### src/rtl/dnn_pkg.sv
// Shared types and constants for the dot-product accelerator batch driver.
package dnn_pkg;
    localparam int DNN_ELEM_W = 16;
    localparam int DNN_RES_W  = 32;
    localparam int DNN_BATCH  = 64;
    localparam int DNN_IDX_W  = 6;
    localparam int DNN_CNT_W  = 7;

    typedef enum logic [2:0] {
        IDLE, ISSUE, WAIT_FULL, RD_REQ, COLLECT, DRAIN, DONE
    } drv_state_t;

    typedef struct packed {
        logic [DNN_IDX_W-1:0] idx;
        logic [DNN_RES_W-1:0] data;
    } res_entry_t;
endpackage

### src/rtl/dnn_res_fifo.sv
// Synchronous result FIFO with a registered head: storage array feeds a head
// register, so data reaches the head one cycle after it is written.
module dnn_res_fifo #(
    parameter int WIDTH = 38,
    parameter int DEPTH = 64,
    parameter int CW    = $clog2(DEPTH + 2)
) (
    input  logic             clk,
    input  logic             rst_n,
    input  logic             flush,
    input  logic             push,
    input  logic [WIDTH-1:0] wdata,
    input  logic             pop,
    output logic             head_vld,
    output logic [WIDTH-1:0] head_data,
    output logic [CW-1:0]    count
);
    localparam int AW = (DEPTH > 1) ? $clog2(DEPTH) : 1;

    logic [WIDTH-1:0] mem [DEPTH];
    logic [AW-1:0]    wr_ptr, rd_ptr;
    logic [CW-1:0]    mem_cnt;
    logic             do_pop, load, do_push;

    function automatic logic [AW-1:0] ptr_inc(input logic [AW-1:0] p);
        return (p == AW'(DEPTH - 1)) ? '0 : p + 1'b1;
    endfunction

    assign do_pop  = head_vld && pop;
    // Refill the head whenever it is empty or being consumed this cycle.
    assign load    = (mem_cnt != '0) && (!head_vld || do_pop);
    assign do_push = push && ((mem_cnt != CW'(DEPTH)) || load);
    assign count   = mem_cnt + CW'(head_vld);

    always_ff @(posedge clk) begin
        if (do_push) mem[wr_ptr] <= wdata;
    end

    always_ff @(posedge clk or negedge rst_n) begin
        if (!rst_n) begin
            wr_ptr    <= '0;
            rd_ptr    <= '0;
            mem_cnt   <= '0;
            head_vld  <= 1'b0;
            head_data <= '0;
        end else if (flush) begin
            wr_ptr    <= '0;
            rd_ptr    <= '0;
            mem_cnt   <= '0;
            head_vld  <= 1'b0;
            head_data <= '0;
        end else begin
            if (do_push) wr_ptr <= ptr_inc(wr_ptr);
            case ({do_push, load})
                2'b10:   mem_cnt <= mem_cnt + 1'b1;
                2'b01:   mem_cnt <= mem_cnt - 1'b1;
                default: ;
            endcase
            if (load) begin
                head_data <= mem[rd_ptr];
                head_vld  <= 1'b1;
                rd_ptr    <= ptr_inc(rd_ptr);
            end else if (do_pop) begin
                head_vld  <= 1'b0;
            end
        end
    end
endmodule

### src/rtl/dnn_batch_driver.sv
// Batch initiator for the accelerator MAC/readMem interface: issues BATCH ops,
// reads the result buffer back and streams results out. Optional watchdog: DNN_DRV_TIMEOUT_EN.
module dnn_batch_driver
    import dnn_pkg::*;
#(
    parameter int BATCH          = DNN_BATCH,
    parameter int RES_FIFO_DEPTH = 64,
    parameter int TIMEOUT_CYCLES = 1024
) (
    input  logic                  clk,
    input  logic                  rst_n,
    input  logic                  start,
    output logic                  busy,
    output logic                  done,
    output logic                  err,
    input  logic                  src_valid,
    output logic                  src_ready,
    input  logic [63:0]           src_vecA,
    input  logic [63:0]           src_vecB,
    output logic                  EN_mac,
    output logic [DNN_ELEM_W-1:0] mac_vecA_0,
    output logic [DNN_ELEM_W-1:0] mac_vecA_1,
    output logic [DNN_ELEM_W-1:0] mac_vecA_2,
    output logic [DNN_ELEM_W-1:0] mac_vecA_3,
    output logic [DNN_ELEM_W-1:0] mac_vecB_0,
    output logic [DNN_ELEM_W-1:0] mac_vecB_1,
    output logic [DNN_ELEM_W-1:0] mac_vecB_2,
    output logic [DNN_ELEM_W-1:0] mac_vecB_3,
    input  logic                  RDY_mac,
    output logic                  EN_readMem,
    input  logic                  VALID_memVal,
    input  logic [DNN_RES_W-1:0]  memVal_data,
    output logic                  res_valid,
    input  logic                  res_ready,
    output logic [DNN_RES_W-1:0]  res_data,
    output logic [DNN_IDX_W-1:0]  res_idx
);
    localparam int ENTRY_W = $bits(res_entry_t);
    localparam int FIFO_CW = $clog2(RES_FIFO_DEPTH + 2);

    if (RES_FIFO_DEPTH < BATCH || BATCH > (1 << DNN_IDX_W) || TIMEOUT_CYCLES < 1) begin : g_param_chk
        $error("dnn_batch_driver: RES_FIFO_DEPTH must be >= BATCH, BATCH <= 64, TIMEOUT_CYCLES >= 1");
    end

    drv_state_t           state_q, state_d;
    logic [DNN_CNT_W-1:0] issue_cnt, rx_cnt;
    logic                 accept, fire, beat, wd_to, flush;
    logic [FIFO_CW-1:0]   fifo_cnt;
    logic [ENTRY_W-1:0]   head_raw;
    res_entry_t           wentry, hentry;

    assign mac_vecA_0 = src_vecA[15:0];
    assign mac_vecA_1 = src_vecA[31:16];
    assign mac_vecA_2 = src_vecA[47:32];
    assign mac_vecA_3 = src_vecA[63:48];
    assign mac_vecB_0 = src_vecB[15:0];
    assign mac_vecB_1 = src_vecB[31:16];
    assign mac_vecB_2 = src_vecB[47:32];
    assign mac_vecB_3 = src_vecB[63:48];

    assign accept = (state_q == IDLE) && start;
    assign fire   = (state_q == ISSUE) && src_valid && RDY_mac;
    assign beat   = (state_q == COLLECT) && VALID_memVal;

    always_comb begin
        state_d    = state_q;
        busy       = (state_q != IDLE);
        src_ready  = 1'b0;
        EN_mac     = 1'b0;
        EN_readMem = 1'b0;
        done       = 1'b0;
        case (state_q)
            IDLE:      if (start) state_d = ISSUE;
            ISSUE: begin
                src_ready = fire;
                EN_mac    = fire;
                if (fire && issue_cnt == DNN_CNT_W'(BATCH - 1)) state_d = WAIT_FULL;
            end
            // RDY_mac dropping is the accelerator's "result buffer full" indication.
            WAIT_FULL: if (!RDY_mac) state_d = RD_REQ;
            RD_REQ: begin
                EN_readMem = 1'b1;
                state_d    = COLLECT;
            end
            COLLECT:   if (beat && rx_cnt == DNN_CNT_W'(BATCH - 1)) state_d = DRAIN;
            DRAIN:     if (fifo_cnt == '0) state_d = DONE;
            DONE: begin
                done    = 1'b1;
                state_d = IDLE;
            end
            default:   state_d = IDLE;
        endcase
        if (wd_to) state_d = IDLE;
    end

    always_ff @(posedge clk or negedge rst_n) begin
        if (!rst_n) begin
            state_q   <= IDLE;
            issue_cnt <= '0;
            rx_cnt    <= '0;
        end else begin
            state_q <= state_d;
            if (accept) begin
                issue_cnt <= '0;
                rx_cnt    <= '0;
            end else begin
                if (fire) issue_cnt <= issue_cnt + 1'b1;
                if (beat) rx_cnt    <= rx_cnt + 1'b1;
            end
        end
    end

`ifdef DNN_DRV_TIMEOUT_EN
    localparam int WD_W = $clog2(TIMEOUT_CYCLES + 1);
    logic [WD_W-1:0] wd_cnt;
    logic            err_q;
    logic            waiting;

    assign waiting = (state_q == WAIT_FULL) || (state_q == COLLECT);
    assign wd_to   = waiting && (wd_cnt == WD_W'(TIMEOUT_CYCLES - 1));
    assign err     = err_q;

    always_ff @(posedge clk or negedge rst_n) begin
        if (!rst_n) begin
            wd_cnt <= '0;
            err_q  <= 1'b0;
        end else begin
            if (state_q != state_d) wd_cnt <= '0;
            else if (waiting)       wd_cnt <= wd_cnt + 1'b1;
            if (accept)     err_q <= 1'b0;
            else if (wd_to) err_q <= 1'b1;
        end
    end
`else
    assign wd_to = 1'b0;
    assign err   = 1'b0;
`endif

    // A timed-out batch leaves partial results behind; discard them.
    assign flush  = wd_to;
    assign wentry = '{idx: rx_cnt[DNN_IDX_W-1:0], data: memVal_data};
    assign hentry = res_entry_t'(head_raw);

    dnn_res_fifo #(
        .WIDTH (ENTRY_W),
        .DEPTH (RES_FIFO_DEPTH),
        .CW    (FIFO_CW)
    ) u_res_fifo (
        .clk       (clk),
        .rst_n     (rst_n),
        .flush     (flush),
        .push      (beat),
        .wdata     (wentry),
        .pop       (res_ready),
        .head_vld  (res_valid),
        .head_data (head_raw),
        .count     (fifo_cnt)
    );

    assign res_data = hentry.data;
    assign res_idx  = hentry.idx;
endmodule

### config.mk
export PLATFORM = sky130hd
export DESIGN_NAME = dnn_batch_driver
export DESIGN_NICKNAME = d
export VERILOG_FILES = /design/src/rtl/dnn_pkg.sv /design/src/rtl/dnn_res_fifo.sv /design/src/rtl/dnn_batch_driver.sv
export SDC_FILE = /design/constraint.sdc
export NUM_CORES = 2
export LEC_CHECK = 0
export CAP_MARGIN = 20
export CORE_ASPECT_RATIO = 1.4
export CORE_MARGIN = 5
export CORE_UTILIZATION = 25
export CTS_CLUSTER_DIAMETER = 30
export DETAILED_ROUTE_END_ITERATION = 8
export SLEW_MARGIN = 30
export SYNTH_ARGS = -nofsm -noshare
export SYNTH_HDL_FRONTEND = slang
export SYNTH_SLANG_ARGS = --single-unit
### constraint.sdc
create_clock -name clk -period 8.2 [get_ports clk]
set_input_delay 1.23 -clock clk [delete_from_list [all_inputs] [get_ports clk]]
set_output_delay 1.23 -clock clk [all_outputs]
set_load 0.005 [all_outputs]
==> impl_results.md <==
* Worst slew pin tran at 1.03 ns
* Fillers at 37405
* Setup crit end kind: flip-flop
* Sequential fraction of design power at 0.402
* Sequential cell area at 74900 µm²
* Kind of critical path: in2reg
* Via density at 4.61
* Clock sink total at 2507
* Fmax at 0.224 GHz
* Ports at 340
* Switch share at 0.289
* Critical Path Source Type: input port
* P_int at 25.9 mW
* NetSw at 10.5 mW
* Total power at 36.4 mW
* CTS Root Cell: clkbuf_16
* Clk pwr share at 0.418
* Area of the multi-input gates at 20600 µm²
* Placer's final routability congestion estimate at 0.799
* Sequential-to-total area share from yosys stat at 0.769
* Netlist cell types at 65
* Max Root-Sink Buffers at 4
* Avg WL per Cell at 25.6 µm
* Worst EP arrival at 4.93 ns
* Ys flop type: edfxtp_1
* Skew-Pair Late Insertion Delay at 0.85 ns
* Largest net degree at the start of global routing at 125
* Mean Syn Cell Area at 20.9 µm²
* Cell Area, Synth at 97400 µm²
* Buf/Inv on CP at 2
* Pwr dens at 314 nW/µm²
* Required time of the critical path at 8.66 ns
* Final hold violations at 0
* Number of cell rows at 271
* # port buffers at 82
* Via count at 47748
* Status: finished clean
* Gate power share at 0.180
* Residual DRC at 0
* Critical Path Slowest Stage Cell: or4_1
* Min Tclk post-route at 4.47 ns
* Resized Gates After CTS at 0
* Lkg Pwr at 36.3 nW
* Clock transition at the registers of the reported paths at 0.06 ns
* Post-synth EDFFs at 2432
* CTS hold repair buffers at 0
* First-pass GRT wire length at 376 mm
* # setup viols final at 0
* Iteration-0 DRC Markers at 4752
* Slew headroom at 0.313
* Post-Syn Nets at 4843
* Layout area overhead at 19.3%
* Core box area at 389000 µm²
* Period utilisation layout at 0.545
* Starting Density at 0.251
* Share of layout cells above drive strength 1 at 0.274
* Chip height at 749 µm
* First-pass DRT Iterations at 5
* Crit-path cells: clkdlybuf4s50_1 > nor4bb_4 > o21ai_1 > or4_1 > nor2_4 > buf_4
* Critical path peak fanout at 23
* Final Max Slew Viols at 0
* Synth top area cells: edfxtp_1, mux4_2, mux2i_1
* RSZ-0062 raised after global routing: no
* Vias in the first global route at 49509
* Grt ovf at 0
* CTS tree: done
* Synth warnings at 0
* Share of the synthesized area in the top cell type at 0.750
* CP max stage delay at 0.93 ns
* Setup_tns at 0 ns
* Area leader, netlist: edfxtp_1
* Max Clock Skew at 0.0543 ns
* Initial antenna violation count at 14
* DP Wirelength at 159 mm
* Hold crit path type: in2async
* CP delay by family, top: simple AND/OR/NAND/NOR gates
* Post-synth ARST share at 0.0299
* CTS H-Tree Depth at 5
* Die Wd at 538 µm
* ANT nets after route at 0
* Cells after Synth at 4664
* Final net count at 5046
* Worst hold slack at 0.485 ns
* Setup bufs post-CTS at 0
* Post-Route WL at 265 mm
* CTS buffer count at 360
* Worst VDD drop at 0.245 mV
* Die area at 402000 µm²
* Total of max-cap violations at 0
* Gr usage total at 0.127
* Yosys reg bits at 2507
==> cells in the mapped netlist (37+ instances only) <==
| cell | number |
|---|---|
| clkbuf_1 | 107 |
| a221oi_1 | 47 |
| nand2_1 | 131 |
| buf_2 | 74 |
| a22oi_1 | 43 |
| mux2i_1 | 347 |
| nor2_1 | 127 |
| o22ai_1 | 47 |
| dfrtp_1 | 75 |
| o21ai_0 | 63 |
| a21oi_1 | 72 |
| nand3_1 | 42 |
| nor3_1 | 37 |
| edfxtp_1 | 2432 |
| buf_4 | 145 |
| mux4_2 | 482 |
==> metal layers <==
| metal | wire [µm] | GRT usage | part of all wire | vias up |
|---|---|---|---|---|
| met2 | 138000 | 0.227 | 0.52 | 1863 |
| li1 | - | - | - | 19808 |
| met3 | 19100 | 0.0236 | 0.072 | 637 |
| met5 | 43 | 0 | 0.00016 | - |
| met1 | 95300 | 0.148 | 0.36 | 25432 |
| met4 | 13100 | 0.0586 | 0.049 | 8 |
==> logic make-up after synthesis <==
family          Yosys count  synth area share
compound gates          451            0.0335
xor+xnor                 20           0.00180
fa+ha+maj                12           0.00162
buf+inv                 402            0.0251
flops                  2507             0.769
mux                     839             0.149
other cells               1         0.0000385
simple gates            432            0.0204
==> power groups by stage <==
stage               Clock [mW]  Sequential (mW)  Combinational, mW
floorplan                    0             14.7               4.08
global placement             0             14.9               6.52
detailed placement           0             14.9               6.60
CTS                       15.5             14.7               6.63
global route              16.1             14.7               6.89
finish                    15.2             14.6               6.54
==> cells in the final DEF (no fill, tap or decap), types with 20 or more instances in the layout <==
master	netlist	final
edfxtp_1	2432	2432
mux4_2	482	482
clkbuf_16	0	367
mux2i_1	347	347
buf_4	145	148
nand2_1	131	129
a21oi_1	72	72
inv_6	0	69
nor2_4	0	63
o21ai_0	63	63
dfrtp_1	75	63
nor2_1	127	61
clkinvlp_4	0	49
clkdlybuf4s50_1	0	49
o22ai_1	47	47
a221oi_1	47	47
a22oi_1	43	43
nand3_1	42	41
clkinv_4	0	39
nor3_1	37	37
o32a_1	36	36
clkinv_2	0	34
inv_8	0	29
buf_2	74	27
nand2b_1	27	26
a211oi_1	27	26
o221ai_1	25	25
bufinv_16	0	22
o211ai_1	20	20
==> cell type report <==
| class | instances | share of cell area |
|---|---|---|
| Sequential cell | 2507 | 0.645 |
| Multi-Input combinational cell | 1755 | 0.178 |
| Clock buffer | 384 | 0.0798 |
| Tap cell | 5187 | 0.0559 |
| Clock inverter | 276 | 0.0243 |
| Timing Repair Buffer | 235 | 0.0170 |
| Inverter | 8 | 0.000269 |
| Antenna cell | 3 | 0.0000646 |
==> worst paths after layout <==
path,from,endpoint,slack (ns),depth (start not counted)
max,VALID_memVal,u_res_fifo.mem[17][22],3.73,6
min,rst_n,u_res_fifo.head_data[22],0.48,1
max reg2reg,u_res_fifo.rd_ptr[2],u_res_fifo.head_data[19],3.97,8
min reg2reg,u_res_fifo.head_data[35],u_res_fifo.head_data[35],0.51,1
max in group asynchronous,rst_n,u_res_fifo.rd_ptr[2],6.56,2
min in group clk,u_res_fifo.head_data[35],u_res_fifo.head_data[35],0.51,1
==> state kept, by name, indices dropped and copies added, names as in the netlist <==
| signal | count |
|---|---|
| u_res_fifo.mem | 2432 |
| u_res_fifo.head_data | 38 |
| issue_cnt | 7 |
| rx_cnt | 7 |
| u_res_fifo.mem_cnt | 7 |
| u_res_fifo.rd_ptr | 6 |
| u_res_fifo.wr_ptr | 6 |
| state_q | 3 |
| u_res_fifo.head_vld | 1 |
==> stage by stage <==
step                std cells  area, µm²  setup slack, ns  utilization
finish                  10355     116000             3.73        0.299
global route            10354     116000             3.59        0.299
CTS                     10352     116000             3.71        0.299
detailed placement       9692     104000             2.86        0.268
global placement         9689     104000             2.51        0.267
floorplan                4664      97400             3.63            -
Power figures use the tool's default switching activity.
